--- config.mk ---
export PLATFORM = sky130hd
export DESIGN_NAME = cpu_debug_host_flat
export DESIGN_NICKNAME = d
export VERILOG_FILES = /design/src/rtl/debug_pkg.sv /design/src/rtl/cpu_debug_host_if.sv /design/src/rtl/word_serializer.sv /design/src/rtl/cpu_debug_host.sv /design/src/flat_wrapper.sv
export SDC_FILE = /design/constraint.sdc
export NUM_CORES = 1
export LEC_CHECK = 0
export ABC_AREA = 0
export BUFFER_PORTS_ARGS = -buffer_cell sky130_fd_sc_hd__clkbuf_2
export CORE_MARGIN = 2
export CORE_UTILIZATION = 24
export CTS_CLUSTER_SIZE = 20
export DETAILED_ROUTE_END_ITERATION = 6
export PLACE_DENSITY = 0.4
export SLEW_MARGIN = 20
export SYNTH_ARGS = -nofsm -noshare
export SYNTH_HDL_FRONTEND = slang
export SYNTH_HIERARCHICAL = 1
export SYNTH_SLANG_ARGS = --single-unit
--- constraint.sdc ---
create_clock -name clk -period 9.82 [get_ports clk]
set_clock_uncertainty 0.15 [all_clocks]
set_input_delay 1.964 -clock clk [delete_from_list [all_inputs] [get_ports clk]]
set_output_delay 1.964 -clock clk [all_outputs]
set_load 0.05 [all_outputs]
--- src/rtl/debug_pkg.sv ---
// Shared opcodes, core-port command encodings and FSM states
// for the host-side debug/load initiator.
package debug_pkg;

  localparam logic [7:0] OP_REG_RD  = 8'h00;
  localparam logic [7:0] OP_IMEM_WR = 8'h01;
  localparam logic [7:0] OP_DMEM_RD = 8'h02;
  localparam logic [7:0] OP_DMEM_WR = 8'h03;
  localparam logic [7:0] OP_HOLD    = 8'h10;
  localparam logic [7:0] OP_RUN     = 8'h11;

  localparam logic [1:0] CMD_REG_RD  = 2'b00;
  localparam logic [1:0] CMD_IMEM_WR = 2'b01;
  localparam logic [1:0] CMD_DMEM_RD = 2'b10;
  localparam logic [1:0] CMD_DMEM_WR = 2'b11;

  typedef enum logic [2:0] {
    ST_IDLE,
    ST_ADDR,
    ST_DATA,
    ST_EXEC,
    ST_RDWAIT,
    ST_TX,
    ST_RESP
  } state_t;

  // Core command for a frame opcode; non-access opcodes map to idle.
  function automatic logic [1:0] op_cmd(input logic [7:0] op);
    case (op)
      OP_IMEM_WR: return CMD_IMEM_WR;
      OP_DMEM_RD: return CMD_DMEM_RD;
      OP_DMEM_WR: return CMD_DMEM_WR;
      default:    return CMD_REG_RD;
    endcase
  endfunction

  function automatic logic op_is_wr(input logic [7:0] op);
    return (op == OP_IMEM_WR) || (op == OP_DMEM_WR);
  endfunction

  function automatic logic op_has_addr(input logic [7:0] op);
    return (op == OP_REG_RD) || (op == OP_DMEM_RD) ||
           op_is_wr(op);
  endfunction

endpackage

--- src/rtl/cpu_debug_host_if.sv ---
// Host byte link plus core debug/load port bundle.
// slave = debug host block, master = host link / core side.
interface cpu_debug_host_if;

  logic [7:0]  rx_data;
  logic        rx_valid;
  logic        rx_ready;
  logic [7:0]  tx_data;
  logic        tx_valid;
  logic        tx_ready;
  logic        cpu_reset;
  logic [1:0]  cpu_cmd;
  logic [31:0] cpu_addr;
  logic [31:0] cpu_data;
  logic [31:0] cpu_rdata;
  logic        busy;

  modport slave (
    input  rx_data, rx_valid, tx_ready, cpu_rdata,
    output rx_ready, tx_data, tx_valid,
    output cpu_reset, cpu_cmd, cpu_addr, cpu_data, busy
  );

  modport master (
    output rx_data, rx_valid, tx_ready, cpu_rdata,
    input  rx_ready, tx_data, tx_valid,
    input  cpu_reset, cpu_cmd, cpu_addr, cpu_data, busy
  );

endinterface

--- src/rtl/word_serializer.sv ---
// Emits up to four bytes of a loaded word, LSB first,
// over a valid/ready link; last_i selects how many bytes.
module word_serializer (
  input  logic        clk,
  input  logic        reset,
  input  logic        ld_i,
  input  logic [31:0] word_i,
  input  logic [1:0]  last_i,
  input  logic        tx_ready_i,
  output logic [7:0]  tx_data_o,
  output logic        tx_valid_o,
  output logic        done_o
);

  logic [31:0] sh_q;
  logic        valid_q;
  logic [1:0]  cnt_q;
  logic [1:0]  last_q;
  logic        hs;

  assign hs         = valid_q & tx_ready_i;
  assign tx_data_o  = sh_q[7:0];
  assign tx_valid_o = valid_q;
  assign done_o     = hs & (cnt_q == last_q);

  // Load a word, then shift one byte out per accepted handshake.
  always_ff @(posedge clk or posedge reset) begin
    if (reset) begin
      sh_q    <= '0;
      valid_q <= 1'b0;
      cnt_q   <= '0;
      last_q  <= '0;
    end else if (ld_i) begin
      sh_q    <= word_i;
      valid_q <= 1'b1;
      cnt_q   <= '0;
      last_q  <= last_i;
    end else if (hs) begin
      if (cnt_q == last_q) begin
        valid_q <= 1'b0;
      end else begin
        sh_q  <= {8'h00, sh_q[31:8]};
        cnt_q <= cnt_q + 2'd1;
      end
    end
  end

endmodule

--- src/rtl/cpu_debug_host.sv ---
// Parses host command frames into core debug-port accesses
// and returns ACK/NAK or read data as a byte stream.
module cpu_debug_host
  import debug_pkg::*;
#(
  parameter int unsigned RD_LAT     = 1,
  parameter int unsigned RX_TIMEOUT = 1000000,
  parameter logic [7:0]  ACK        = 8'hA5,
  parameter logic [7:0]  NAK        = 8'h5A
) (
  input logic              clk,
  input logic              reset,
  cpu_debug_host_if.slave  bus
);

  localparam logic [23:0] TMO_LAST = 24'(RX_TIMEOUT - 1);
  localparam logic [2:0]  LAT_LAST = 3'(RD_LAT);

  state_t      state_q;
  logic [7:0]  op_q;
  logic [7:0]  resp_q;
  logic [1:0]  cnt_q;
  logic [23:0] tmo_q;
  logic [2:0]  lat_q;
  logic [1:0]  cmd_q;
  logic [31:0] addr_q;
  logic [31:0] data_q;
  logic [31:0] rdata_q;
  logic        hold_q;
  logic        ld_q;

  logic        acc;
  logic        ser_done;
  logic [31:0] ser_word;
  logic [1:0]  ser_last;

  assign bus.rx_ready = (state_q == ST_IDLE) ||
                        (state_q == ST_ADDR) ||
                        (state_q == ST_DATA);
  assign bus.busy     = (state_q != ST_IDLE);
  assign acc          = bus.rx_valid & bus.rx_ready;

  assign bus.cpu_reset = hold_q;
  assign bus.cpu_cmd   = cmd_q;
  assign bus.cpu_addr  = addr_q;
  assign bus.cpu_data  = data_q;

  assign ser_word = (state_q == ST_TX) ? rdata_q
                                       : {24'h0, resp_q};
  assign ser_last = (state_q == ST_TX) ? 2'd3 : 2'd0;

  // Frame parser / executor; every core-facing output is a register.
  always_ff @(posedge clk or posedge reset) begin
    if (reset) begin
      state_q <= ST_IDLE;
      op_q    <= '0;
      resp_q  <= '0;
      cnt_q   <= '0;
      tmo_q   <= '0;
      lat_q   <= '0;
      cmd_q   <= CMD_REG_RD;
      addr_q  <= '0;
      data_q  <= '0;
      rdata_q <= '0;
      hold_q  <= 1'b1;
      ld_q    <= 1'b0;
    end else begin
      ld_q <= 1'b0;
      unique case (state_q)
        ST_IDLE: begin
          if (acc) begin
            op_q  <= bus.rx_data;
            cnt_q <= '0;
            tmo_q <= '0;
            unique case (1'b1)
              op_has_addr(bus.rx_data): state_q <= ST_ADDR;
              (bus.rx_data == OP_HOLD) ||
              (bus.rx_data == OP_RUN):  state_q <= ST_EXEC;
              default: begin
                resp_q  <= NAK;
                ld_q    <= 1'b1;
                state_q <= ST_RESP;
              end
            endcase
          end
        end
        ST_ADDR: begin
          if (acc) begin
            addr_q <= {bus.rx_data, addr_q[31:8]};
            cnt_q  <= cnt_q + 2'd1;
            tmo_q  <= '0;
            if (cnt_q == 2'd3) begin
              if (op_is_wr(op_q)) begin
                state_q <= ST_DATA;
              end else begin
                cmd_q   <= op_cmd(op_q);
                lat_q   <= '0;
                state_q <= ST_RDWAIT;
              end
            end
          end else if (tmo_q == TMO_LAST) begin
            tmo_q   <= '0;
            state_q <= ST_IDLE;
          end else begin
            tmo_q <= tmo_q + 24'd1;
          end
        end
        ST_DATA: begin
          if (acc) begin
            data_q <= {bus.rx_data, data_q[31:8]};
            cnt_q  <= cnt_q + 2'd1;
            tmo_q  <= '0;
            if (cnt_q == 2'd3) begin
              // Writes only land while the core is held.
              if (hold_q) cmd_q <= op_cmd(op_q);
              state_q <= ST_EXEC;
            end
          end else if (tmo_q == TMO_LAST) begin
            tmo_q   <= '0;
            state_q <= ST_IDLE;
          end else begin
            tmo_q <= tmo_q + 24'd1;
          end
        end
        ST_EXEC: begin
          cmd_q <= CMD_REG_RD;
          if (op_q == OP_HOLD) hold_q <= 1'b1;
          if (op_q == OP_RUN)  hold_q <= 1'b0;
          // A write that produced no pulse was refused.
          resp_q <= (op_is_wr(op_q) && cmd_q == CMD_REG_RD)
                    ? NAK : ACK;
          ld_q    <= 1'b1;
          state_q <= ST_RESP;
        end
        ST_RDWAIT: begin
          if (lat_q == LAT_LAST) begin
            rdata_q <= bus.cpu_rdata;
            cmd_q   <= CMD_REG_RD;
            ld_q    <= 1'b1;
            state_q <= ST_TX;
          end else begin
            lat_q <= lat_q + 3'd1;
          end
        end
        ST_TX, ST_RESP: begin
          if (ser_done) state_q <= ST_IDLE;
        end
        default: state_q <= ST_IDLE;
      endcase
    end
  end

  word_serializer u_ser (
    .clk        (clk),
    .reset      (reset),
    .ld_i       (ld_q),
    .word_i     (ser_word),
    .last_i     (ser_last),
    .tx_ready_i (bus.tx_ready),
    .tx_data_o  (bus.tx_data),
    .tx_valid_o (bus.tx_valid),
    .done_o     (ser_done)
  );

endmodule

--- src/flat_wrapper.sv ---
// flat-port wrapper written by rule: the top's interface ports become plain ports
module cpu_debug_host_flat import debug_pkg::*;
#(
  parameter int unsigned RD_LAT     = 1,
  parameter int unsigned RX_TIMEOUT = 1000000,
  parameter logic [7:0]  ACK        = 8'hA5,
  parameter logic [7:0]  NAK        = 8'h5A
)
  (clk, reset, bus_rx_data, bus_rx_valid, bus_tx_ready, bus_cpu_rdata, bus_rx_ready, bus_tx_data, bus_tx_valid, bus_cpu_reset, bus_cpu_cmd, bus_cpu_addr, bus_cpu_data, bus_busy);
  cpu_debug_host_if bus_i ();
  input logic clk;
  input logic reset;
  input wire logic [$bits(bus_i.rx_data)-1:0] bus_rx_data;
  input wire logic [$bits(bus_i.rx_valid)-1:0] bus_rx_valid;
  input wire logic [$bits(bus_i.tx_ready)-1:0] bus_tx_ready;
  input wire logic [$bits(bus_i.cpu_rdata)-1:0] bus_cpu_rdata;
  output wire logic [$bits(bus_i.rx_ready)-1:0] bus_rx_ready;
  output wire logic [$bits(bus_i.tx_data)-1:0] bus_tx_data;
  output wire logic [$bits(bus_i.tx_valid)-1:0] bus_tx_valid;
  output wire logic [$bits(bus_i.cpu_reset)-1:0] bus_cpu_reset;
  output wire logic [$bits(bus_i.cpu_cmd)-1:0] bus_cpu_cmd;
  output wire logic [$bits(bus_i.cpu_addr)-1:0] bus_cpu_addr;
  output wire logic [$bits(bus_i.cpu_data)-1:0] bus_cpu_data;
  output wire logic [$bits(bus_i.busy)-1:0] bus_busy;
  assign bus_i.rx_data = bus_rx_data;
  assign bus_i.rx_valid = bus_rx_valid;
  assign bus_i.tx_ready = bus_tx_ready;
  assign bus_i.cpu_rdata = bus_cpu_rdata;
  assign bus_rx_ready = bus_i.rx_ready;
  assign bus_tx_data = bus_i.tx_data;
  assign bus_tx_valid = bus_i.tx_valid;
  assign bus_cpu_reset = bus_i.cpu_reset;
  assign bus_cpu_cmd = bus_i.cpu_cmd;
  assign bus_cpu_addr = bus_i.cpu_addr;
  assign bus_cpu_data = bus_i.cpu_data;
  assign bus_busy = bus_i.busy;
  cpu_debug_host #(.RD_LAT(RD_LAT), .RX_TIMEOUT(RX_TIMEOUT), .ACK(ACK), .NAK(NAK)) u_core (.clk(clk), .reset(reset), .bus(bus_i));
endmodule
Yosys cells after proc, flatten, opt, wreduce, memory -nomap -nowiden. Index checks and enable logic that the tools add are counted.

Bits in registers: 185.

Eq/ne operators: 35. $add $sub $neg: 4. Reduce and logical (&&, ||, !) cells: 35. Multiplexer cells: 53. Bitwise gates (word level): 3.

Operators with widths (number): $mux W32 (4); $mux W24 (3); $pmux W24 S2 (1); $mux W3 (13); $eq A8 B2 Y1 const B (4); $eq A8 B5 Y1 const B (4); $mux W2 (13); $add A24 B1 Y24 const B (1); $eq A24 B20 Y1 const B (1); $mux W8 (3); $pmux W3 S6 (1); $eq A8 B1 Y1 const B (2); $ne A2 B1 Y1 const B (8); $pmux W8 S2 (1); $reduce_and A2 Y1 (8); $pmux W3 S2 (2); $reduce_bool A2 Y1 (6); $ne A2 B2 Y1 const B (5); $reduce_and A5 Y1 (2); $eq A3 B3 Y1 const B (3); $logic_not A8 Y1 (1); $mux W1 (8); $pmux W2 S4 (1); $reduce_and A8 Y1 (1); other kinds (19) (34).

Depth between registers and ports, before layout. Gate-level depths: netlist (run 1).

Depth in word-level cells: 7. Depth in mapped cells: 10. Gate-level depth less buffers: 8.

Cells and area by module. Netlist (run 1), hierarchy kept.

By module, submodules not included: cpu_debug_host (instances 1, area each 6297.3 µm², cells an instance 523); word_serializer (instances 1, area each 2145.8 µm², cells an instance 230).

Worst setup path before layout (run 1). OpenSTA, ideal clock, no wires.

Path type: input port to flip-flop. From: input port bus_rx_valid. To: register u_core.addr_q[24], in the netlist u_core/bus.cpu_addr[24]. Stages on the path: 5. Setup slack: 6.313 ns. Arrival time: 3.232 ns. Buffers on the path: 2. Cell sequence: clkbuf_1 -> inv_1 -> nor3_2 -> buf_2 -> mux2_2.

Cells in the longest elaborated chain, start to end: 2.

Ends and longest elaborated chain: from (decl) (RTL line flat_wrapper.sv:14) `input wire logic [$bits(bus_i.rx_valid)-1:0] bus_rx_valid;`; $and A1 B1 Y1 (RTL line cpu_debug_host.sv:41) `assign acc = bus.rx_valid & bus.rx_ready;`; $reduce_and A2 Y1 (no line); to (signal assigned) (RTL line cpu_debug_host.sv:89) `addr_q <= {bus.rx_data, addr_q[31:8]};`; to (decl) (RTL line cpu_debug_host.sv:26) `logic [31:0] addr_q;`.

Every way passes these cells. A chain may end at the register's enable or synchronous reset.

Worst setup path in the final report (run 1).
From: register u_core.state_q[0]. To: output port bus_busy.

Cells in the longest elaborated chain, start to end: 1.

Ends and longest elaborated chain: from (decl) (RTL line cpu_debug_host.sv:19) `state_t state_q;`; from (signal assigned) (RTL line cpu_debug_host.sv:55) `state_q <= ST_IDLE;`; from (signal assigned) (RTL line cpu_debug_host.sv:76) `op_has_addr(bus.rx_data): state_q <= ST_ADDR;`; from (signal assigned) (RTL line cpu_debug_host.sv:78) `(bus.rx_data == OP_RUN): state_q <= ST_EXEC;`; $reduce_bool A3 Y1 (RTL line cpu_debug_host.sv:40) `assign bus.busy = (state_q != ST_IDLE);`; to (decl) (RTL line flat_wrapper.sv:24) `output wire logic [$bits(bus_i.busy)-1:0] bus_busy;`.

Every way passes these cells.

==> results by group, run 1 <==
Run status
  • Outcome: finished clean

Drt
  • Vias/cell: 4.550
  • Residual DRC count: 0
  • WL per Instance: between 15 and 20 um
  • Starting DRT DRC Count: 332
  • Antenna viol nets, final: 0
  • Routed WL: about 22000 um
  • Pre-antenna DRT Iters: 4
  • DR vias: 6010

Clock tree
  • Setup bufs post-CTS: 0
  • TritonCTS Sinks: roughly 180
  • CTS tree: done
  • # H-tree levels: 4
  • Post-CTS resize count: 0
  • Num CTS Buffers: 17
  • Clk root buf: clkbuf_16
  • Max clock buf depth: 2
  • Later-pin clock latency in the skew report: ~0.44 ns
  • Hold_buf cts: 0
  • Clock Pin Slew Worst Setup and Hold Paths: approximately 0.08 ns

Floorplan
  • Initial Utilization: 0.2438
  • Total core area: between 30000 and 40000 um^2
  • # rows: 68
  • Die width: ~190 um
  • Die ar.: 36700 um^2
  • Ports: 122
  • Vert. Die Dim: between 150 and 200 um

Synthesis
  • Post-synth ARST share: 1.000
  • Post-synth top area cell: dfrtp_1
  • Syn_area_per_cell: between 10 and 15 um^2
  • Cells after synthesis: 753
  • Top cell type's share of synthesized area: 0.5276
  • Syn Nets: 801
  • Sequential fraction of the synthesis area: 0.5307
  • Number of flops mapped to enable cells by yosys: 0
  • Leading post-synthesis cells by cell area: dfrtp_1 (53%), mux2_2 (14%), nand3_1 (3.9%)
  • Main synth FF type: dfrtp_1
  • FF+latch count, synth: between 150 and 200
  • Synth cell types: between 50 and 60
  • YS warnings: 6
  • Post-synthesis cell area: 8443 um^2

Timing
  • RSZ-0062 raised after global routing: no
  • Sum Neg Setup Slack: 0 ns
  • Max Fclk: 0.2474 GHz
  • Min setup slack post-route: a little under 6 ns
  • Final Critical Period: roughly 4.0 ns
  • Worst Max-Slew Pin Slew: between 0.9 and 1 ns
  • Worst rel slew slack: 0.3565
  • # setup viols final: 0
  • Final Hold Viols: 0
  • Final worst path period share: 0.4116
  • Pins over their slew limit: 0
  • Final hold slack: 0.3172 ns

Worst setup path
  • Critical path's top delay family: buffers and inverters
  • Flop2flop setup slack: around 7.0 ns
  • RR Endpoint: u_core/u_ser/sh_q[12]
  • Worst setup EP type: primary output
  • Crit path cell chain: clkinv_1 > nand2_1 > clkbuf_2
  • Reg2reg path depth: 7
  • End of the critical path: bus_busy
  • R2r startpoint: u_core/state_q[0]
  • Critical-path top delay cell: dfrtp_1
  • CP Launch Type: flop
  • Worst setup path startpoint: u_core/state_q[0]
  • Crit path kind: flop to primary output
  • Critical Path RT: approximately 7.7 ns
  • Worst Path Arrival: approximately 1.9 ns
  • Levels on crit path: 3
  • Crit Path Max Fanout: 12
  • Crit path buf inv count: 2
  • Critical Path Max Stage Delay: around 0.60 ns

Final layout
  • Layout area overhead: 18.72%
  • Nets: ~900
  • Layout cell share with drive strength beyond 1: 0.3314
  • Fin cells: 1321
  • Antenna diode count: 0
  • Post-route cell area: 10020 um^2

Power and ir drop
  • Sequential share of power: 0.353
  • Comb power frac: 0.456
  • Switching pwr: ~1.6 mW
  • Power Internal: ~1.9 mW
  • Power Density: between 300 and 400 nW/um^2
  • Leak Pwr: 4.464 nW
  • Clock Power Share: 0.191
  • Sw frac: 0.4605
  • Max VDD drop: between 0.15 and 0.2 mV

GRT
  • Antenna violations before repair: 1
  • Grt total ovfl: 0
  • Largest net degree at the start of global routing: 77
  • GRT Total Usage: 0.1250
  • First-pass GRT wire length: 35540 um
  • Vias in the first global route: between 6k and 7k

Worst hold path
  • HP Class: flop to flop
  • Worst Min Path Start: u_core/op_q[0]

Place
  • Placed inst area: 9455 um^2
  • Place WS: about 6 ns
  • IO buf count: approximately 120
  • Detailed placement HPWL: 14550 um
  • DP Cell Count: approximately 1.3k
  • Routability congestion estimate: 0.7376

Job
  • Max-Cap Viols: 0
worst min-delay path by stage:
stage	endpoint	slack, ns	cells after the start
6_report	u_core/bus.cpu_reset	0.32	1
5_1_grt	u_core/bus.cpu_reset	0.36	1
4_1_cts	u_core/bus.cpu_reset	0.32	1
3_5_place_dp	u_core/bus.cpu_reset	0.31	1
2_1_floorplan	u_core/bus.cpu_reset	0.27	1
3_3_place_gp	u_core/bus.cpu_reset	0.31	1
cell usage after synthesis, drive strengths merged, types with 2 or more instances:
cell,instances
a211o,8
a211oi,2
a21o,3
a21oi,10
a22oi,25
and2,25
and4,3
buf,28
clkbuf,20
dfrtp,178
ha,4
inv,12
mux2,108
mux2i,3
nand2,55
nand2b,12
nand3,66
nand3b,3
nand4,9
nand4b,2
nor2,38
nor2b,27
nor3,16
nor3b,2
nor4,6
nor4b,2
o211ai,16
o21ai,24
or2,4
or4,4
xnor2,14
xor2,9
stage by stage:
step	utilization	total power [mW]
floorplan	-	2.454
global placement	0.2731	2.876
detailed placement	0.2731	2.881
CTS	0.2895	3.581
global route	0.2895	3.779
finish	0.2895	3.525
power by group through the flow:
stage | combinational (mW) | sequential, mW | clock [mW]
2_1_floorplan | 0.873 | 1.58 | 0
3_3_place_gp | 1.62 | 1.26 | 0
3_5_place_dp | 1.62 | 1.26 | 0
4_1_cts | 1.63 | 1.25 | 0.704
5_1_grt | 1.76 | 1.29 | 0.733
6_report | 1.61 | 1.24 | 0.674
per-layer routing:
metal | vias to the layer above | part of all wire | track usage
met5 | - | 0.00055 | 0
met1 | 2990 | 0.46 | 0.1665
met3 | 22 | 0.050 | 0.03305
met2 | 127 | 0.47 | 0.1934
li1 | 2869 | - | -
met4 | 2 | 0.017 | 0.04734
flip-flops by register name (all words and copies together) (netlist names):
register and count:
u_core/u_ser/sh_q 32, u_core/bus.cpu_addr 32, u_core/u_ser/cnt_q 2, u_core/ld_q 1, u_core/op_q 8, u_core/u_ser/last_q 2
u_core/state_q 3, u_core/bus.cpu_data 32, u_core/tmo_q 24, u_core/bus.cpu_cmd 2, u_core/u_ser/tx_valid_o 1, u_core/rdata_q 32
u_core/cnt_q 2, u_core/lat_q 3, u_core/bus.cpu_reset 1, u_core/resp_q 2
cell type report:
cell class	instances	area (um^2)
clock buffer	18	429.2
timing repair buffer	129	665.6
tap	455	569.3
clock inverter	14	138.9
sequential	179	4482
multi-input combinational	513	3685
inverter	13	53.80
fill	3635	24600
cells by family (layout without fill, tap and decap cells):
logic type	after synthesis	after routing	synth area share
compound gates	96	96	0.07899
xor+xnor	23	23	0.02742
fa+ha+maj	4	4	0.005928
buf+inv	61	174	0.03453
flops	179	179	0.5307
mux	111	111	0.1476
simple gates	279	279	0.1749
cell usage in the layout (no fill, tap or decap), drive strengths merged, types with 3 or more instances in the layout:
master	n
mux2	108
nand4	9
and2	25
nor2	38
o211ai	16
nor3	16
mux2i	3
o21ai	24
and4	3
or2	4
buf	8
clkinv	4
xor2	9
nand2	55
dfrtp	178
ha	4
a21o	3
nor4	6
a211o	8
nor2b	27
clkinvlp	3
clkbuf	139
nand2b	12
a22oi	25
a21oi	10
nand3	66
xnor2	14
or4	4
inv	20
nand3b	3
(Power assumes the default switching activity.)
==> run 2: changes to the inputs <==
ABC_AREA = 1   (was 0)
PLACE_DENSITY = 0.41   (was 0.4)
clock period = 3.3 ns   (was 9.82 ns; I/O delays follow)
==> run 2 against run 1 <==
- routed wire length is 3.3% higher
- worst hold slack worse by 0.096 ns
- sequential power grew to 2.8 times the previous value
- flip-flop and latch count stayed put
- cell count is 20% higher
- via count is 12% higher
- clock power grew to 3.1 times the previous value
- utilization is 0.23 points higher
- largest power group unchanged
==> results by group, run 2 <==
Worst setup path
  • Worst Path Arrival: 1.66 ns (was 1.93 ns)
  • Crit Path Max Fanout: 9 (was 12)
  • CP Launch Type: flop (unchanged)
  • Critical Path RT: 2.49 ns (was 7.71 ns)
  • Crit path kind: flop to primary output (unchanged)
  • Worst setup EP type: primary output (unchanged)

Place
  • Detailed placement HPWL: 16090 um (was 14550 um)
  • DP Cell Count: 1556 (was 1289)
  • Place WS: 0.9317 ns (was 5.994 ns)
  • Routability congestion estimate: 0.8021 (was 0.7376)
  • IO buf count: 121 (unchanged)

Timing
  • Final Critical Period: 2.472 ns
  • RSZ-0062 raised after global routing: no (unchanged)
  • # setup viols final: 0 (unchanged)
  • Worst Max-Slew Pin Slew: 0.8910 ns (was 0.9641 ns)
  • Max Fclk: roughly 0.4 GHz
  • Final worst path period share: 0.7492
  • Final hold slack: 0.2213 ns (was 0.3172 ns)
  • Pins over their slew limit: 0 (unchanged)
  • Sum Neg Setup Slack: 0 ns (unchanged)
  • Final Hold Viols: 0 (unchanged)
  • Min setup slack post-route: 0.8276 ns (was 5.778 ns)
  • Worst rel slew slack: 0.4047 (was 0.3565)

Synthesis
  • Top cells by count, synth: nand2_1 (263), dfrtp_1 (178), nor2_1 (135), inv_1 (98), nand3_1 (81) (was dfrtp_1 (178), mux2_2 (107), nand3_1 (66), nand2_1 (55), nor2_1 (38))
  • Sequential fraction of the synthesis area: 0.5315 (was 0.5307)
  • Most frequent cell after synthesis: nand2_1 (was dfrtp_1)
  • Mux contribution to synthesized area: 0.04527 (was 0.1476)
  • Post-synth ARST share: 1.000 (unchanged)
  • Number of flops mapped to enable cells by yosys: 0 (unchanged)
  • Synth cell types: 37 (was 58)
  • Post-synthesis cell area: 8431 um^2 (was 8443 um^2)
  • Simple-gate portion of the synthesized area: 0.2590 (was 0.1749)
  • YS warnings: 6 (unchanged)
  • Post-synth top area cell: dfrtp_1 (unchanged)
  • Largest family of logic cells by synthesized area: simple AND/OR/NAND/NOR gates (unchanged)
  • Main synth FF type: dfrtp_1 (unchanged)
  • Leading post-synthesis cells by cell area: dfrtp_1 (53%), nand2_1 (12%), nor2_1 (6.0%) (was dfrtp_1 (53%), mux2_2 (14%), nand3_1 (3.9%))
  • Syn Nets: 1061 (was 801)
  • Syn_area_per_cell: 8.322 um^2 (was 11.21 um^2)
  • Compound-Gate Fraction of Synth Area: 0.06812 (was 0.07899)
  • XOR/XNOR Fraction of Synth Area: 0.008311 (was 0.02742)
  • FF+latch count, synth: 179 (unchanged)
  • Top cell type's share of synthesized area: 0.5283 (was 0.5276)
  • Synth Area in Adders: 0.005936 (was 0.005928)
  • Cells after synthesis: 1013 (was 753)

GRT
  • Grt total ovfl: 0 (unchanged)
  • GRT Total Usage: 0.1285 (was 0.1250)
  • First-pass GRT wire length: 36570 um (was 35540 um)
  • Vias in the first global route: 6576 (was 6231)
  • Largest net degree at the start of global routing: 57 (was 77)
  • Antenna violations before repair: 0 (was 1)

Final layout
  • Fin cells: 1588 (was 1321)
  • Layout fillers: 3766 (was 3635)
  • Commonest non-fill, non-tap cell in the layout: nand2_1 (was dfrtp_1)
  • Layout cell share with drive strength beyond 1: 0.1818 (was 0.3314)
  • Layout area overhead: 19.53% (was 18.72%)
  • Antenna diode count: 0 (unchanged)
  • Commonest non-fill, non-tap cells in the layout: nand2_1 (262), dfrtp_1 (178), nor2_1 (135) (was dfrtp_1 (177), clkbuf_2 (121), mux2_2 (107))
  • Nets: 1168 (was 901)

Clock tree
  • Hold_buf cts: 0 (unchanged)
  • TritonCTS Sinks: 179 (unchanged)
  • Num CTS Buffers: 17 (unchanged)
  • Clk root buf: clkbuf_16 (unchanged)
  • Max clock buf depth: 2 (unchanged)
  • Setup bufs post-CTS: 0 (unchanged)
  • CTS tree: done (unchanged)
  • # H-tree levels: 4 (unchanged)
  • Later-pin clock latency in the skew report: 0.45 ns (was 0.44 ns)
  • Clock Pin Slew Worst Setup and Hold Paths: 0.08 ns (about the same)
  • Post-CTS resize count: 0 (unchanged)

Floorplan
  • Total core area: 34540 um^2 (was 34630 um^2)
  • Ports: 122 (unchanged)
  • Initial Utilization: 0.2441 (was 0.2438)
  • # rows: 68 (unchanged)
  • Die width: 191.4 um (was 191.6 um)
  • Vert. Die Dim: 191.4 um (was 191.6 um)
  • Die ar.: 36640 um^2 (was 36700 um^2)

Drt
  • DR vias: 6742 (was 6010)
  • Antenna viol nets, final: 0 (unchanged)
  • Routed WL: 22540 um (was 21820 um)
  • Starting DRT DRC Count: 419 (was 332)
  • Pre-antenna DRT Iters: 5 (was 4)
  • Vias/cell: 4.246 (was 4.550)
  • WL per Instance: 14.19 um (was 16.51 um)
  • Residual DRC count: 0 (unchanged)

Worst hold path
  • HP Class: primary input to async pin (was flop to flop)

Power and ir drop
  • Max VDD drop: 0.5814 mV (was 0.1617 mV)
  • Power Density: 996.8 nW/um^2 (was 351.6 nW/um^2)
  • Total chip power: 10.05 mW (was 3.525 mW)
  • Leak Pwr: 5.339 nW (was 4.464 nW)

Job
  • Max-Cap Viols: 0 (unchanged)

Run status
  • Outcome: finished clean (unchanged)
## run 2: cell count changes in the layout (fill, tap and decap cells not counted), sizes merged, moves of 25 or more
cell,delta
a22oi,-25
mux2,-75
nor2,+101
o21ai,+37
a21oi,+36
and2,-25
nand2,+216
inv,+89
nor2b,-27
## run 2: through the flow
| stage | instance area (um^2) | util |
|---|---|---|
| after global placement | 9480 | 0.2744 |
| after floorplan | 8434 | - |
| final | 10080 | 0.2917 |
| after detailed placement | 9480 | 0.2744 |
| after CTS | 10080 | 0.2917 |
| after global routing | 10080 | 0.2917 |
## run 2: cell families after synthesis
| kind of cell | count (synthesis) |
|---|---|
| AO/OA/AOI/OAI | 111 |
| XOR/XNOR | 8 |
| adder cells (fa/ha/maj) | 4 |
| buffers and inverters | 155 |
| flip-flops | 179 |
| multiplexers | 34 |
| AND/OR/NAND/NOR | 522 |
## run 2: path summary, 6_finish.rpt
kind / from / to / slack, ns / depth (start not counted)
worst max-delay path: u_core/state_q[1] / bus_busy / 0.83 / 5
worst min-delay path: reset / u_core/u_ser/sh_q[30] / 0.22 / 3
worst max register to register: u_core/state_q[2] / u_core/u_ser/sh_q[0] / 0.90 / 9
worst min register to register: u_core/resp_q[5] / u_core/resp_q[5] / 0.32 / 2
max in group asynchronous: reset / u_core/bus.cpu_reset / 2.06 / 3
min in group clk: bus_rx_data[4] / u_core/op_q[4] / 0.31 / 3
## run 2: critical path, stage by stage (launching register included)
cell and delay, ns:
dfrtp_1 0.57, inv_1 0.08, nand2_1 0.09, nor2_1 0.07
inv_2 0.11, clkbuf_2 0.30
## run 2: final cells by class
cell class,instances,area (um^2),share of cell area
flip-flops and latches,179,4481,0.4446
multi-input cells,679,3262,0.3237
repair buffers,138,770.7,0.07648
well taps,455,569.3,0.05649
clock buffers,18,429.2,0.04259
inverters,105,397.9,0.03948
clock inverters,14,167.7,0.01664
## run 2: power by group
part	total (mW)	switching, mW	internal, mW	leakage (nW)
Combinational	4.43	3.34	1.10	2.78
Sequential	3.52	0.494	3.02	2.28
Clock	2.09	1.01	1.08	0.282
## run 2: per-layer routing
metal / vias to the layer above / global-route usage / part of all wire
li1: 3418 / - / -
met1: 3196 / 0.1691 / 0.48
met4: 0 / 0.03107 / 0.011
met2: 112 / 0.2072 / 0.47
met3: 16 / 0.03708 / 0.045
met5: - / 0 / 0
==> run 3: changes to the inputs <==
ABC_AREA = 0   (was 1)
PLACE_DENSITY = 0.4   (was 0.41)
clock period = 2.4 ns   (was 3.3 ns; I/O delays follow)
==> run 3 against run 2 <==
- the run now ends with negative hold slack left
- via count fell by 11%
- sequential power grew 41%
- global-route usage fell by 0.44 points
- non-clock buffer count is 16 higher
- worst setup slack worse by 0.68 ns
- combinational power is 46% higher
- highest routed layer unchanged
- register-to-register slack worse by 0.68 ns
==> results by group, run 3 (synthesis gave the netlist of run 1 again) <==
Final layout
  • Layout cell share with drive strength beyond 1: 0.3506 (was 0.1818)
  • Final Util: 0.2984 (was 0.2917)
  • Register Area: 4482 um^2 (was 4481 um^2)
  • Nets: 926 (was 1168)
  • Layout fillers: 3603 (was 3766)
  • Layout area overhead: 22.38% (was 19.53%)
  • Commonest non-fill, non-tap cell in the layout: dfrtp_1 (was nand2_1)
  • Antenna diode count: 0 (unchanged)
  • Area of the multi-input gates: 3685 um^2 (was 3262 um^2)
  • Post-route cell area: 10330 um^2 (was 10080 um^2)
  • Commonest non-fill, non-tap cells in the layout: dfrtp_1 (177), clkbuf_2 (121), mux2_2 (107) (was nand2_1 (262), dfrtp_1 (178), nor2_1 (135))

Clock tree
  • TritonCTS Sinks: 179 (unchanged)
  • Setup bufs post-CTS: 0 (unchanged)
  • # H-tree levels: 4 (unchanged)
  • Post-CTS resize count: 0 (unchanged)
  • Max clock buf depth: 2 (unchanged)
  • CTS tree: done (unchanged)
  • Later-pin clock latency in the skew report: 0.44 ns (was 0.45 ns)
  • Clk root buf: clkbuf_16 (unchanged)
  • Num CTS Buffers: 17 (unchanged)
  • Clock Pin Slew Worst Setup and Hold Paths: 0.08 ns (about the same)
  • Hold_buf cts: 0 (unchanged)

Timing
  • Max Fclk: between 0.4 and 0.5 GHz
  • Final Hold Viols: 9 (was 0)
  • Min setup slack post-route: 0.1451 ns (was 0.8276 ns)
  • Final Critical Period: ~2.3 ns
  • Final worst path period share: 0.9395
  • Final hold slack: -0.01101 ns (was 0.2213 ns)
  • Worst rel slew slack: 0.5640 (was 0.4047)
  • Worst Max-Slew Pin Slew: 0.6526 ns (was 0.8910 ns)
  • RSZ-0062 raised after global routing: no (unchanged)
  • # setup viols final: 0 (unchanged)
  • Pins over their slew limit: 0 (unchanged)

Place
  • Detailed placement HPWL: 15250 um (was 16090 um)
  • IO buf count: 121 (unchanged)
  • Routability congestion estimate: 0.7633 (was 0.8021)
  • Placed inst area: 9742 um^2 (was 9480 um^2)
  • Place WS: 0.2440 ns (was 0.9317 ns)

Drt
  • Residual DRC count: 0 (unchanged)
  • Routed WL: 21890 um (was 22540 um)
  • DR vias: 6029 (was 6742)
  • Starting DRT DRC Count: 353 (was 419)
  • Vias/cell: 4.483 (was 4.246)
  • Antenna viol nets, final: 0 (unchanged)
  • Pre-antenna DRT Iters: 4 (was 5)
  • WL per Instance: 16.27 um (was 14.19 um)

Floorplan
  • # rows: 68 (unchanged)
  • Total core area: 34630 um^2 (was 34540 um^2)
  • Die ar.: 36700 um^2 (was 36640 um^2)
  • Ports: 122 (unchanged)
  • Vert. Die Dim: 191.6 um (was 191.4 um)
  • Initial Utilization: 0.2438 (was 0.2441)
  • Die width: 191.6 um (was 191.4 um)

Power and ir drop
  • Sequential share of power: 0.347 (was 0.350)
  • Leak Pwr: 4.624 nW (was 5.339 nW)
  • Power Internal: 7.912 mW (was 5.201 mW)
  • Sw frac: 0.4464 (was 0.4822)
  • Max VDD drop: 0.6579 mV (was 0.5814 mV)
  • Clock Power Share: 0.199 (was 0.208)
  • Comb power frac: 0.453 (was 0.441)
  • Power Density: 1383 nW/um^2 (was 996.8 nW/um^2)
  • Switching pwr: 6.380 mW (was 4.844 mW)

Worst setup path
  • Critical Path Max Stage Delay: 0.35 ns (was 0.57 ns)
  • Critical Path RT: 1.77 ns (was 2.49 ns)
  • Crit path kind: flop to primary output (unchanged)
  • Worst setup path startpoint: u_core/state_q[0] (was u_core/state_q[1])
  • Flop2flop setup slack: 0.22 ns (was 0.90 ns)
  • RR Endpoint: u_core/state_q[1] (was u_core/u_ser/sh_q[0])
  • Worst Path Arrival: 1.62 ns (was 1.66 ns)
  • Top cell by count, worst path: buf_4
  • CP Launch Type: flop (unchanged)
  • Crit Path Max Fanout: 11 (was 9)
  • Reg2reg path depth: 6 (was 9)
  • End of the critical path: bus_busy (unchanged)
  • R2r startpoint: u_core/u_ser/last_q[1] (was u_core/state_q[2])
  • Crit path cell chain: buf_4 > clkinv_1 > buf_4 > nand2_1 > clkbuf_2 (was inv_1 > nand2_1 > nor2_1 > inv_2 > clkbuf_2)
  • Worst setup EP type: primary output (unchanged)
  • Critical-path top delay cell: dfrtp_1 (unchanged)

Worst hold path
  • HP Class: primary input to async pin (unchanged)

Run status
  • Failing checks: negative hold slack
  • Outcome: finished with violations (was finished clean)

GRT
  • Vias in the first global route: 6123 (was 6576)
  • Largest net degree at the start of global routing: 38 (was 57)
  • First-pass GRT wire length: 35510 um (was 36570 um)
  • Met1 usage: 0.1702 (was 0.1691)
  • Antenna violations before repair: 0 (unchanged)
  • Grt met3 use: 0.02937 (was 0.03708)
  • GRT Total Usage: 0.1241 (was 0.1285)
  • Grt total ovfl: 0 (unchanged)
  • Grt met2 use: 0.1920 (was 0.2072)
  • GR peak layer: met2 (unchanged)

Job
  • Max-Cap Viols: 0 (unchanged)
-- run 3: cell count changes in the layout (fill, tap and decap cells not counted), moves of 11 or more --
cell,change
nand2_1,-207
mux2_2,+98
nor2_1,-98
inv_1,-86
a21oi_1,-36
o21ai_0,-28
nor2b_1,+27
a22oi_1,+25
and2_1,+25
mux2_1,-23
nand3_1,-16
o211ai_1,+16
nand2b_1,+12
buf_4,+11
-- run 3: power groups by stage --
stage / clock [mW] / combinational (mW) / sequential [mW]
4_1_cts: 2.97 / 6.58 / 4.99
3_5_place_dp: 0 / 6.56 / 5.03
6_report: 2.85 / 6.48 / 4.96
3_3_place_gp: 0 / 6.54 / 5.02
5_1_grt: 3.10 / 7.03 / 5.14
2_1_floorplan: 0 / 3.57 / 6.47
-- run 3: worst max-delay path, delay by kind of cell, from the launching register on --
| family | cells | cell delay [ns] |
|---|---|---|
| buffers and inverters | 4 | 0.73 |
| DFF | 1 | 0.35 |
| and+or+nand+nor | 1 | 0.10 |
-- run 3: final cells by class --
class	count	area share
Sequential cell	179	0.4338
Multi-Input combinational cell	513	0.3566
Timing Repair Buffer	154	0.09227
Tap cell	455	0.05510
Clock buffer	17	0.04117
Clock inverter	14	0.01598
Inverter	13	0.005086
-- run 3: worst min path at each step --
| stage | startpoint | depth (start not counted) | slack [ns] | end |
|---|---|---|---|---|
| 3_5_place_dp | u_core/op_q[0] | 1 | 0.32 | u_core/bus.cpu_reset |
| 2_1_floorplan | u_core/op_q[0] | 1 | 0.27 | u_core/bus.cpu_reset |
| 4_1_cts | reset | 2 | 0.01 | u_core/bus.cpu_data[24] |
| 5_1_grt | reset | 2 | 0.01 | u_core/bus.cpu_data[24] |
| 3_3_place_gp | u_core/cnt_q[1] | 2 | 0.32 | u_core/cnt_q[1] |
| 6_report | reset | 2 | -0.01 | u_core/bus.cpu_data[31] |
-- run 3: per-layer routing --
layer / wire [um] / vias to the layer above / share of wire
li1: - / 2919 / -
met1: 10420 / 2996 / 0.48
met2: 10290 / 97 / 0.47
met3: 850 / 17 / 0.039
met4: 332 / 0 / 0.015
met5: 0 / - / 0
-- run 3: through the flow --
step / power [mW] / std cells / setup TNS (ns)
floorplan: 10.04 / 753 / -0.8817
global placement: 11.56 / 1314 / 0
detailed placement: 11.59 / 1314 / 0
global route: 15.27 / 1345 / 0
CTS: 14.54 / 1345 / 0
finish: 14.29 / 1345 / 0
